`src/rtl/cam_pkg.sv`:
```
// cam_pkg: shared types and defaults for the camera frame capture block
package cam_pkg;
  typedef enum logic [1:0] {IDLE, WAIT_FRAME, CAPTURE} state_t;
  localparam int DEF_DATA_W       = 8;
  localparam int DEF_BPP          = 1;
  localparam int DEF_ADDR_W       = 15;
  localparam int DEF_FRAME_PIXELS = 9216;
  localparam int DEF_XCLK_HALF    = 5;
  localparam int SYNC_DEPTH       = 2;
endpackage

```
`src/rtl/camera_frame_capture_if.sv`:
```
// camera_frame_capture_if: camera pin bundle plus frame RAM write port
//   master: capture side (samples plk/vs/hs/d, drives xlk and the RAM write port)
//   slave : sensor/RAM side
interface camera_frame_capture_if
  import cam_pkg::*;
#(
  parameter int DATA_W          = DEF_DATA_W,
  parameter int BYTES_PER_PIXEL = DEF_BPP,
  parameter int ADDR_W          = DEF_ADDR_W
);
  logic                              plk;
  logic                              vs;
  logic                              hs;
  logic [DATA_W-1:0]                 d;
  logic                              xlk;
  logic [ADDR_W-1:0]                 ram_address;
  logic [DATA_W*BYTES_PER_PIXEL-1:0] ram_data;
  logic                              ram_write_enable;
  modport master (input plk, vs, hs, d, output xlk, ram_address, ram_data, ram_write_enable);
  modport slave (output plk, vs, hs, d, input xlk, ram_address, ram_data, ram_write_enable);
endinterface

```
`src/rtl/cam_sync_edge.sv`:
```
// cam_sync_edge: multi-flop synchroniser with rise/fall detection per bit
//   i_Clk, i_Rst_n : clock, async active-low reset
//   i_D            : asynchronous inputs
//   o_Q            : synchronised value
//   o_Rise/o_Fall  : one-cycle edge flags on the synchronised value
module cam_sync_edge
  import cam_pkg::*;
#(
  parameter int W = 1
) (
  input  logic         i_Clk,
  input  logic         i_Rst_n,
  input  logic [W-1:0] i_D,
  output logic [W-1:0] o_Q,
  output logic [W-1:0] o_Rise,
  output logic [W-1:0] o_Fall
);
  logic [W-1:0] r_sync [SYNC_DEPTH];
  logic [W-1:0] r_prev;
  always_ff @(posedge i_Clk or negedge i_Rst_n)
    if (!i_Rst_n) begin
      r_sync <= '{default: '0};
      r_prev <= '0;
    end else begin
      r_sync[0] <= i_D;
      for (int i = 1; i < SYNC_DEPTH; i++) r_sync[i] <= r_sync[i-1];
      r_prev <= r_sync[SYNC_DEPTH-1];
    end
  assign o_Q    = r_sync[SYNC_DEPTH-1];
  assign o_Rise = o_Q & ~r_prev;
  assign o_Fall = ~o_Q & r_prev;
endmodule

```
`src/rtl/camera_frame_capture.sv`:
```
// camera_frame_capture: samples a parallel camera bus and writes packed pixels of whole frames into RAM
//   i_Clk, i_Rst_n        : system clock, async active-low reset
//   cam (master)          : camera pins in, XCLK out, RAM write port out
//   i_Start/i_Continuous  : arm capture / re-arm after every frame
//   o_Busy, o_Frame_Done  : not idle / one-cycle frame-end pulse
//   o_Overflow            : sticky, words dropped past FRAME_PIXELS
//   o_Pixel_Count         : words written in the last completed frame
//   o_Frame_Count         : completed frames, wrapping
module camera_frame_capture
  import cam_pkg::*;
#(
  parameter int DATA_W          = DEF_DATA_W,
  parameter int BYTES_PER_PIXEL = DEF_BPP,
  parameter int ADDR_W          = DEF_ADDR_W,
  parameter int FRAME_PIXELS    = DEF_FRAME_PIXELS,
  parameter int XCLK_HALF       = DEF_XCLK_HALF
) (
  input  logic                   i_Clk,
  input  logic                   i_Rst_n,
  camera_frame_capture_if.master cam,
  input  logic                   i_Start,
  input  logic                   i_Continuous,
  output logic                   o_Busy,
  output logic                   o_Frame_Done,
  output logic                   o_Overflow,
  output logic [ADDR_W:0]        o_Pixel_Count,
  output logic [7:0]             o_Frame_Count
);
  localparam int RAM_W = DATA_W * BYTES_PER_PIXEL;
  localparam int XW = XCLK_HALF > 1 ? $clog2(XCLK_HALF) : 1;
  localparam logic [ADDR_W:0] FP = (ADDR_W+1)'(FRAME_PIXELS);
  logic [XW-1:0]     r_xcnt;
  logic              r_xlk;
  state_t            r_state;
  logic              r_phase;
  logic [DATA_W-1:0] r_hi;
  logic [ADDR_W:0]   r_waddr;
  logic [ADDR_W-1:0] r_ram_addr;
  logic [RAM_W-1:0]  r_ram_data;
  logic              r_we;
  logic              r_done;
  logic              r_ovf;
  logic [ADDR_W:0]   r_pcnt;
  logic [7:0]        r_fcnt;
  logic [DATA_W+2:0] w_q, w_rise, w_fall;
  logic [2*DATA_W+3:0] w_unused;
  logic [DATA_W-1:0] w_d;
  logic w_hs, w_plk_rise, w_vs_rise, w_vs_fall, w_hs_fall;
  logic w_xwrap, w_pix, w_last, w_room, w_wr;
  logic [RAM_W-1:0]  w_word;
  // Control and data share one synchroniser so bytes stay aligned with their PLK edge
  cam_sync_edge #(.W(DATA_W+3)) u_sync (
    .i_Clk  (i_Clk),
    .i_Rst_n(i_Rst_n),
    .i_D    ({cam.hs, cam.vs, cam.plk, cam.d}),
    .o_Q    (w_q),
    .o_Rise (w_rise),
    .o_Fall (w_fall)
  );
  assign w_d        = w_q[DATA_W-1:0];
  assign w_hs       = w_q[DATA_W+2];
  assign w_plk_rise = w_rise[DATA_W];
  assign w_vs_rise  = w_rise[DATA_W+1];
  assign w_vs_fall  = w_fall[DATA_W+1];
  assign w_hs_fall  = w_fall[DATA_W+2];
  assign w_unused   = {w_rise[DATA_W-1:0], w_rise[DATA_W+2], w_fall[DATA_W:0], w_q[DATA_W+1:DATA_W]};
  assign w_xwrap = r_xcnt == XW'(XCLK_HALF-1);
  assign w_pix   = w_plk_rise & w_hs;
  assign w_last  = BYTES_PER_PIXEL == 1 || r_phase;
  assign w_room  = r_waddr < FP;
  assign w_wr    = w_pix & w_last & w_room;
  // First byte of a pixel lands in the MSBs; truncation leaves just the live byte when packing one
  assign w_word  = RAM_W'({r_hi, w_d});
  always_ff @(posedge i_Clk or negedge i_Rst_n)
    if (!i_Rst_n) begin
      r_xcnt <= '0;
      r_xlk  <= 1'b0;
    end else begin
      r_xcnt <= w_xwrap ? '0 : r_xcnt + 1'b1;
      r_xlk  <= w_xwrap ? ~r_xlk : r_xlk;
    end
  always_ff @(posedge i_Clk or negedge i_Rst_n)
    if (!i_Rst_n) begin
      r_state    <= IDLE;
      r_phase    <= 1'b0;
      r_hi       <= '0;
      r_waddr    <= '0;
      r_ram_addr <= '0;
      r_ram_data <= '0;
      r_we       <= 1'b0;
      r_done     <= 1'b0;
      r_ovf      <= 1'b0;
      r_pcnt     <= '0;
      r_fcnt     <= '0;
    end else begin
      r_we   <= 1'b0;
      r_done <= 1'b0;
      case (r_state)
        IDLE: if (i_Start) begin
          r_state <= WAIT_FRAME;
          r_ovf   <= 1'b0;
          r_phase <= 1'b0;
        end
        WAIT_FRAME: if (w_vs_fall) begin
          r_state <= CAPTURE;
          r_waddr <= '0;
          r_phase <= 1'b0;
        end
        CAPTURE: begin
          if (w_pix) begin
            r_phase <= ~w_last;
            r_hi    <= w_d;
            if (w_last && w_room) begin
              r_we       <= 1'b1;
              r_ram_addr <= r_waddr[ADDR_W-1:0];
              r_ram_data <= w_word;
              r_waddr    <= r_waddr + 1'b1;
            end
            if (w_last && !w_room) r_ovf <= 1'b1;
          end
          if (w_hs_fall) r_phase <= 1'b0;
          // A pixel completing in the same cycle as VS rise is counted in this frame
          if (w_vs_rise) begin
            r_done  <= 1'b1;
            r_pcnt  <= r_waddr + (ADDR_W+1)'(w_wr);
            r_fcnt  <= r_fcnt + 1'b1;
            r_phase <= 1'b0;
            r_state <= i_Continuous ? WAIT_FRAME : IDLE;
          end
        end
        default: r_state <= IDLE;
      endcase
    end
  assign cam.xlk              = r_xlk;
  assign cam.ram_address      = r_ram_addr;
  assign cam.ram_data         = r_ram_data;
  assign cam.ram_write_enable = r_we;
  assign o_Busy        = r_state != IDLE;
  assign o_Frame_Done  = r_done;
  assign o_Overflow    = r_ovf;
  assign o_Pixel_Count = r_pcnt;
  assign o_Frame_Count = r_fcnt;
endmodule

```
`src/flat_wrapper.sv`:
```
// flat-port wrapper written by rule: the top's interface ports become plain ports
module camera_frame_capture_flat import cam_pkg::*;
#(
  parameter int DATA_W          = DEF_DATA_W,
  parameter int BYTES_PER_PIXEL = DEF_BPP,
  parameter int ADDR_W          = DEF_ADDR_W,
  parameter int FRAME_PIXELS    = DEF_FRAME_PIXELS,
  parameter int XCLK_HALF       = DEF_XCLK_HALF
)
  (i_Clk, i_Rst_n, i_Start, i_Continuous, o_Busy, o_Frame_Done, o_Overflow, o_Pixel_Count, o_Frame_Count, cam_plk, cam_vs, cam_hs, cam_d, cam_xlk, cam_ram_address, cam_ram_data, cam_ram_write_enable);
  camera_frame_capture_if #(.DATA_W(DATA_W), .BYTES_PER_PIXEL(BYTES_PER_PIXEL), .ADDR_W(ADDR_W)) cam_i ();
  input  logic i_Clk;
  input  logic i_Rst_n;
  input  logic i_Start;
  input  logic i_Continuous;
  output logic o_Busy;
  output logic o_Frame_Done;
  output logic o_Overflow;
  output logic [ADDR_W:0] o_Pixel_Count;
  output logic [7:0] o_Frame_Count;
  input wire logic [$bits(cam_i.plk)-1:0] cam_plk;
  input wire logic [$bits(cam_i.vs)-1:0] cam_vs;
  input wire logic [$bits(cam_i.hs)-1:0] cam_hs;
  input wire logic [$bits(cam_i.d)-1:0] cam_d;
  output wire logic [$bits(cam_i.xlk)-1:0] cam_xlk;
  output wire logic [$bits(cam_i.ram_address)-1:0] cam_ram_address;
  output wire logic [$bits(cam_i.ram_data)-1:0] cam_ram_data;
  output wire logic [$bits(cam_i.ram_write_enable)-1:0] cam_ram_write_enable;
  assign cam_i.plk = cam_plk;
  assign cam_i.vs = cam_vs;
  assign cam_i.hs = cam_hs;
  assign cam_i.d = cam_d;
  assign cam_xlk = cam_i.xlk;
  assign cam_ram_address = cam_i.ram_address;
  assign cam_ram_data = cam_i.ram_data;
  assign cam_ram_write_enable = cam_i.ram_write_enable;
  camera_frame_capture #(.DATA_W(DATA_W), .BYTES_PER_PIXEL(BYTES_PER_PIXEL), .ADDR_W(ADDR_W), .FRAME_PIXELS(FRAME_PIXELS), .XCLK_HALF(XCLK_HALF)) u_core (.i_Clk(i_Clk), .i_Rst_n(i_Rst_n), .cam(cam_i), .i_Start(i_Start), .i_Continuous(i_Continuous), .o_Busy(o_Busy), .o_Frame_Done(o_Frame_Done), .o_Overflow(o_Overflow), .o_Pixel_Count(o_Pixel_Count), .o_Frame_Count(o_Frame_Count));
endmodule
```
`config.mk`:
```
export PLATFORM = sky130hd
export DESIGN_NAME = camera_frame_capture_flat
export DESIGN_NICKNAME = d
export VERILOG_FILES = /design/src/rtl/cam_pkg.sv /design/src/rtl/camera_frame_capture_if.sv /design/src/rtl/cam_sync_edge.sv /design/src/rtl/camera_frame_capture.sv /design/src/flat_wrapper.sv
export SDC_FILE = /design/constraint.sdc
export NUM_CORES = 1
export LEC_CHECK = 0
export BUFFER_PORTS_ARGS = -buffer_cell sky130_fd_sc_hd__buf_4
export CAP_MARGIN = 20
export CORE_MARGIN = 2
export CORE_UTILIZATION = 50
export CTS_CLUSTER_SIZE = 12
export DETAILED_ROUTE_END_ITERATION = 10
export PLACE_DENSITY = 0.75
export SLEW_MARGIN = 40
export SYNTH_ARGS = -nofsm -noshare
export SYNTH_HDL_FRONTEND = slang
export SYNTH_SLANG_ARGS = --single-unit
```
`constraint.sdc`:
```
create_clock -name i_Clk -period 2 [get_ports i_Clk]
set_input_delay 0.4 -clock i_Clk [delete_from_list [all_inputs] [get_ports i_Clk]]
set_output_delay 0.4 -clock i_Clk [all_outputs]
set_load 0.02 [all_outputs]
```
# Word level (Yosys, flattened, before mapping)
# Index checks and enable logic that the tools add are counted.
[word_totals]
mem_bits_rw = 0
rom_bits = 0
word_cells = 63
output_inout_bits = 52
latchBits = 0
ff_bits = 104
mem_count = 0
in_bits = 15
[classes]
n_shift = 0
div_mod_pow = 0
mux = 19
multipliers = 0
eq_ne = 9
magnitude_cmp = 1
reduce_logical = 9
n_bitwise = 7
addsub = 4
[op_table]
columns = ["operator", "count"]
rows = [
  ["$mux W16", 3],
  ["$pmux W16 S2", 1],
  ["$and A10 B10 Y10", 2],
  ["$not A10 Y10", 2],
  ["$add A16 B1 Y16", 1],
  ["$add A16 B1 Y16 const B", 1],
  ["$lt A16 B14 Y1 const B", 1],
  ["$mux W1", 9],
  ["$add A8 B1 Y8 const B", 1],
  ["$ne A2 B2 Y1 const B", 4],
  ["$reduce_and A4 Y1", 2],
  ["$mux W2", 3],
  ["$pmux W2 S3", 1],
  ["$reduce_and A3 Y1", 2],
  ["$reduce_bool A2 Y1", 3],
  ["$ne A2 B1 Y1 const B", 2],
  ["$add A3 B1 Y3 const B", 1],
  ["$eq A3 B3 Y1 const B", 1],
  ["$mux W3", 1],
  ["$and A1 B1 Y1", 2],
  ["$eq A2 B1 Y1 const B", 1],
  ["$eq A2 B2 Y1 const B", 1],
  ["$logic_not A2 Y1", 1],
  ["$pmux W1 S2", 1],
  ["2 further kinds", 2],
]

# Depth between registers and ports, before layout
[logic_depth]
depth_word = 5
ltp_mapped = 8
depth_no_buf = 7

# Hierarchy
# From an unflattened synthesis, not the netlist that was laid out.
[hier_totals]
hier_cells = 407
hier_area_um2 = 4413.0
[modules_own_cells]
columns = ["mod", "seq_area_each_um2", "instances", "cells_each", "area_each_um2"]
rows = [
  ["camera_frame_capture", 1801.7, 1, 341, 3311.9],
  ["cam_sync_edge", 825.8, 1, 66, 1101.1],
]

# Worst setup path before layout
# No wires, ideal clock.
[synth_path]
path_type = "flip-flop to flip-flop"
startpoint = "register u_core.r_waddr[10]"
endpoint = "register u_core.r_pcnt[14], in the netlist u_core.o_Pixel_Count[14]"
n_path_buf = 1
stages_incl_launch_ff = 9
arrival_time_ns = 1.837
slack_ns = 0.037
synth_period_minus_slack_ns = 1.963
required_ns = 1.874
setup_ns = 0.126
path_cell_list = "dfrtp_1 buf_6 o31ai_4 and3_1 ha_1 nand4_1 nor4_1 xnor2_1 a21oi_1"
[synth_via]
elab_chain_len = 3
[synth_lines]
columns = ["element", "line", "text"]
rows = [
  ["start: declaration", "camera_frame_capture.sv:37", "logic [ADDR_W:0] r_waddr;"],
  ["start signal: assignment", "camera_frame_capture.sv:117", "r_waddr <= r_waddr + 1'b1;"],
  ["$lt A16 B14 Y1", "camera_frame_capture.sv:70", "assign w_room = r_waddr < FP;"],
  ["$and A1 B1 Y1", "camera_frame_capture.sv:71", "assign w_wr = w_pix & w_last & w_room;"],
  ["$add A16 B1 Y16 (*)", "camera_frame_capture.sv:125", "r_pcnt <= r_waddr + (ADDR_W+1)'(w_wr);"],
  ["end signal: assignment", "camera_frame_capture.sv:125", ""],
  ["end: declaration", "camera_frame_capture.sv:43", "logic [ADDR_W:0] r_pcnt;"],
]
# Mark *: on every way between the ends. The rest lies on a longest branch, timed or not.
# A chain may end at the register's enable or synchronous reset.

# Final worst setup path
[layout_path]
startpoint = "register u_core.r_waddr[10]"
endpoint = "register u_core.r_pcnt[12], in the netlist u_core.o_Pixel_Count[12]"
# Same word-level chain as after synthesis.

==> flow_summary_export.csv <==
group,metric,value,unit
drt,firstDrtPassIters,4,
run,maxCapViolCount,0,
timing,fmax,519.0,MHz
placed_design,hpwl,5707,um
cts,htreeDepth,3,
drt,drtIter0Drc,114,
power_and_ir_drop,max-vdd-ir-drop,0.4537,mV
power_and_ir_drop,powerDensity,1052,nW/um^2
placed_design,port_buffers,66,
floorplan,core-area,7647,sq um
timing,setup_viol,0,
cts,cts_tree,"built",
hold_path,min_from,"cam_d[1]",
timing,finalHoldViolations,0,
floorplan,dieWidth,92.60,um
drt,vias,2875,
grt,antenna_found_initial,0,
power_and_ir_drop,p_leak,2.415,nW
worst_setup_path,r2r_end,"u_core.o_Pixel_Count[12]",
cts,cts_buffer_depth,2,
synthesis,avgSynthCellArea,10.87,sq um
synthesis,synth-seq-cells,96,
power_and_ir_drop,combPwrFrac,25.6,%
timing,slew_headroom,68.68,%
worst_setup_path,critPathCaptureType,"register",
finish,nets,463,
drt,via_per_inst,5.237,
synthesis,synth_edf_count,0,
synthesis,synth_ff_type,"dfrtp_1",
synthesis,seq_area_frac_synth,61.20,%
drt,wl_per_cell,14.89,um
floorplan,die_area,8575,sq um
worst_setup_path,critPathKind,"register to register",
timing,rsz0062_at_grt,"true",
worst_setup_path,required,2.23,ns
worst_setup_path,reg2regPathDepth,8,
synthesis,synth_cells,361,
drt,wirelength,8177,um
grt,grt_usage,19.98,%
synthesis,yosys_warnings,0,
synthesis,syn_nets,382,
worst_setup_path,max_stage_delay,0.41,ns
timing,fin_skew,0.01089,ns
worst_setup_path,slowest_stage,"dfrtp_1",
power_and_ir_drop,netSwitchingPower,1.583,mW
finish,drive_above_1_share,28.86,%
worst_setup_path,arrival,2.15,ns
power_and_ir_drop,pwr-share-clk,27.7,%
floorplan,die_y,92.60,um
finish,syn2layout_area_growth,26.39,%
floorplan,io_pins,67,
cts,clk_pin_slew,0.09,ns
worst_setup_path,crit_path_cell_trace,"o31ai_4 > and3_4 > ha_4 > nand4_1 > buf_4 > nor3_4 > xnor2_1 > a21oi_1",
placed_design,post_dp_cell_area,4647,sq um
grt,grt_max_degree,35,
timing,tightest_slew,0.4697,ns
worst_setup_path,r2r-start,"u_core.r_waddr[10]",
hold_path,whs_endpoint,"u_core.u_sync.r_sync[12]",
worst_setup_path,rrSetupSlack,0.07,ns
timing,slew_violations,0,
cts,clk_latency,0.36,ns
hold_path,hold_path.class,"input pin to register",
worst_setup_path,critPathMaxFanout,3,
timing,finalSetupTns,0,ns
cts,cts-root-buf,"clkbuf_8",
floorplan,rows,32,
finish,multi_input_comb_area,1441,sq um
timing,timing.final.crit_share,96.33,%
power_and_ir_drop,p_int,3.638,mW
finish,fillerInstances,615,
placed_design,place_congestion,0.8464,
grt,grt_pass1_wl,13340,um
cts,post_cts_buffers,0,
timing,fin_crit,1.927,ns
hold_path,whs_path_depth,1,
synthesis,yosysUniqueCellTypes,45,
finish,n_antenna_cell,0,
worst_setup_path,worstPathBufferInverterCount,1,
cts,numClockSinks,96,
floorplan,initial_utilization,51.33,%
worst_setup_path,cp_top_family,"simple AND/OR/NAND/NOR gates",
drt,ant_nets,0,
grt,grt-ovfl-total,0,
grt,first_global_vias,2731,
synthesis,synth_area,3925,sq um
synthesis,synthArstFlopShare,100.0,%
status,status,"complete, no violations",
finish,fin_area,4961,sq um
cts,cts_buffers,9,
power_and_ir_drop,pwr-share-seq,46.7,%
drt,drc,0,
worst_setup_path,cp-start-kind,"register",
finish,seqCellArea,2405,sq um
power_and_ir_drop,swShare,30.31,%
-- sequential cells by signal, summed over array words and instances (netlist names) --
signal / flops
u_core.o_Pixel_Count: 16
u_core.r_waddr: 16
u_core.cam.ram_address: 15
u_core.u_sync.o_Q: 11
u_core.u_sync.r_sync: 11
u_core.cam.ram_data: 8
u_core.o_Frame_Count: 8
u_core.r_xcnt: 3
u_core.r_state: 2
u_core.u_sync.r_prev: 2
u_core.cam.ram_write_enable: 1
u_core.cam.xlk: 1
u_core.o_Frame_Done: 1
u_core.o_Overflow: 1
-- per-layer routing --
layer  vias up  wire length (um)  track usage [%]
li1       1374                 -                -
met1      1416              3797            28.84
met2        77              3972            30.47
met3         8               342            4.312
met4         0                65            6.343
met5         -                 0                0
-- power groups by stage --
stage | sequential, mW | combinational [mW] | clock (mW)
after floorplan | 2.78 | 0.376 | 0
after global placement | 2.46 | 1.32 | 0
after detailed placement | 2.48 | 1.34 | 0
after CTS | 2.44 | 1.34 | 1.48
after global routing | 2.48 | 1.45 | 1.55
final | 2.44 | 1.34 | 1.45
-- per-stage QoR --
step / total power, mW / util, % / instances / hold WS, ns / setup slack [ns]
2_1_floorplan: 3.158 / - / 361 / 0.1044 / 0.03689
3_3_place_gp: 3.786 / 60.77 / 532 / 0.3331 / 0.1406
3_5_place_dp: 3.820 / 60.77 / 532 / 0.3364 / 0.1005
4_1_cts: 5.266 / 64.04 / 549 / 0.1318 / 0.01286
5_1_grt: 5.489 / 64.87 / 549 / 0.1204 / -0.04012
6_report: 5.221 / 64.87 / 549 / 0.1432 / 0.07331
-- cells by family (layout without fill, tap and decap cells) --
logic type / Yosys count / after routing / share of synthesized area [%]
buffers and inverters: 30 / 116 / 4.017
muxes: 3 / 3 / 0.8606
AOI/OAI and AO/OA: 47 / 47 / 7.364
DFF: 96 / 96 / 61.20
and+or+nand+nor: 156 / 156 / 19.51
adders and majority gates: 6 / 6 / 1.913
xor gates and xnor gates: 23 / 23 / 5.132
-- worst reg2reg max path: stages, from the launching register on --
cell	delay, ns
dfrtp_1	0.41
o31ai_4	0.27
and3_4	0.23
ha_4	0.13
nand4_1	0.13
buf_4	0.20
nor3_4	0.16
xnor2_1	0.16
a21oi_1	0.10
-- layout make-up --
cell class | count | share of cell area, %
sequential | 96 | 48.47
multi-input combinational | 235 | 29.05
timing repair buffer | 95 | 14.68
clock buffer | 12 | 3.329
tap | 102 | 2.573
clock inverter | 4 | 1.513
inverter | 5 | 0.3783
-- cells in the final DEF, fill, tap and decap left out, drive strengths merged, types with 3 or more instances in the layout --
cell,instances
dfrtp,96
buf,94
nand2,79
nor2,23
a21oi,23
xnor2,18
clkbuf,12
o21ai,11
nand3,11
nand4,9
o31ai,6
ha,6
inv,5
xor2,5
or3,5
nor3,5
nor4,4
mux2,3
and2,3
or4,3
-- cell usage after synthesis (4+ instances only) --
library cell   n  share of area [%]
dfrtp_1       96                 61
nand3_1       10                1.3
inv_1          5               0.48
nor2_1        23                2.2
o21ai_0       11                1.4
xnor2_1       18                4.0
xor2_1         5                1.1
buf_2         12                1.5
or3_1          4               0.64
buf_4          4               0.77
clkbuf_1       4               0.38
a21oi_1       23                2.9
ha_1           6                1.9
nand2_1       79                7.6
nand4_1        7                1.1
o31ai_1        5               0.96
nor3_1         5               0.64
nor4_1         4               0.64
-- how the worst max path moves through the flow --
stage,startpoint,slack [ns],end,cells after the start
after CTS,u_core.r_waddr[10],0.01,u_core.o_Pixel_Count[13],8
after detailed placement,u_core.r_waddr[10],0.10,u_core.o_Pixel_Count[10],8
final,u_core.r_waddr[10],0.07,u_core.o_Pixel_Count[12],8
after global placement,u_core.r_waddr[10],0.14,u_core.o_Pixel_Count[13],8
after global routing,u_core.r_waddr[14],-0.04,u_core.o_Pixel_Count[11],8
after floorplan,u_core.r_waddr[10],0.04,u_core.o_Pixel_Count[14],8
-- what timing repair did --
action / in CTS / in global routing
gates resized for setup: 0 / 12
endpoints found under the setup margin: 0 / 5
hold buffers: 1 / 0
endpoints found under the hold margin: 12 / 0
(Power assumes the default switching activity.)
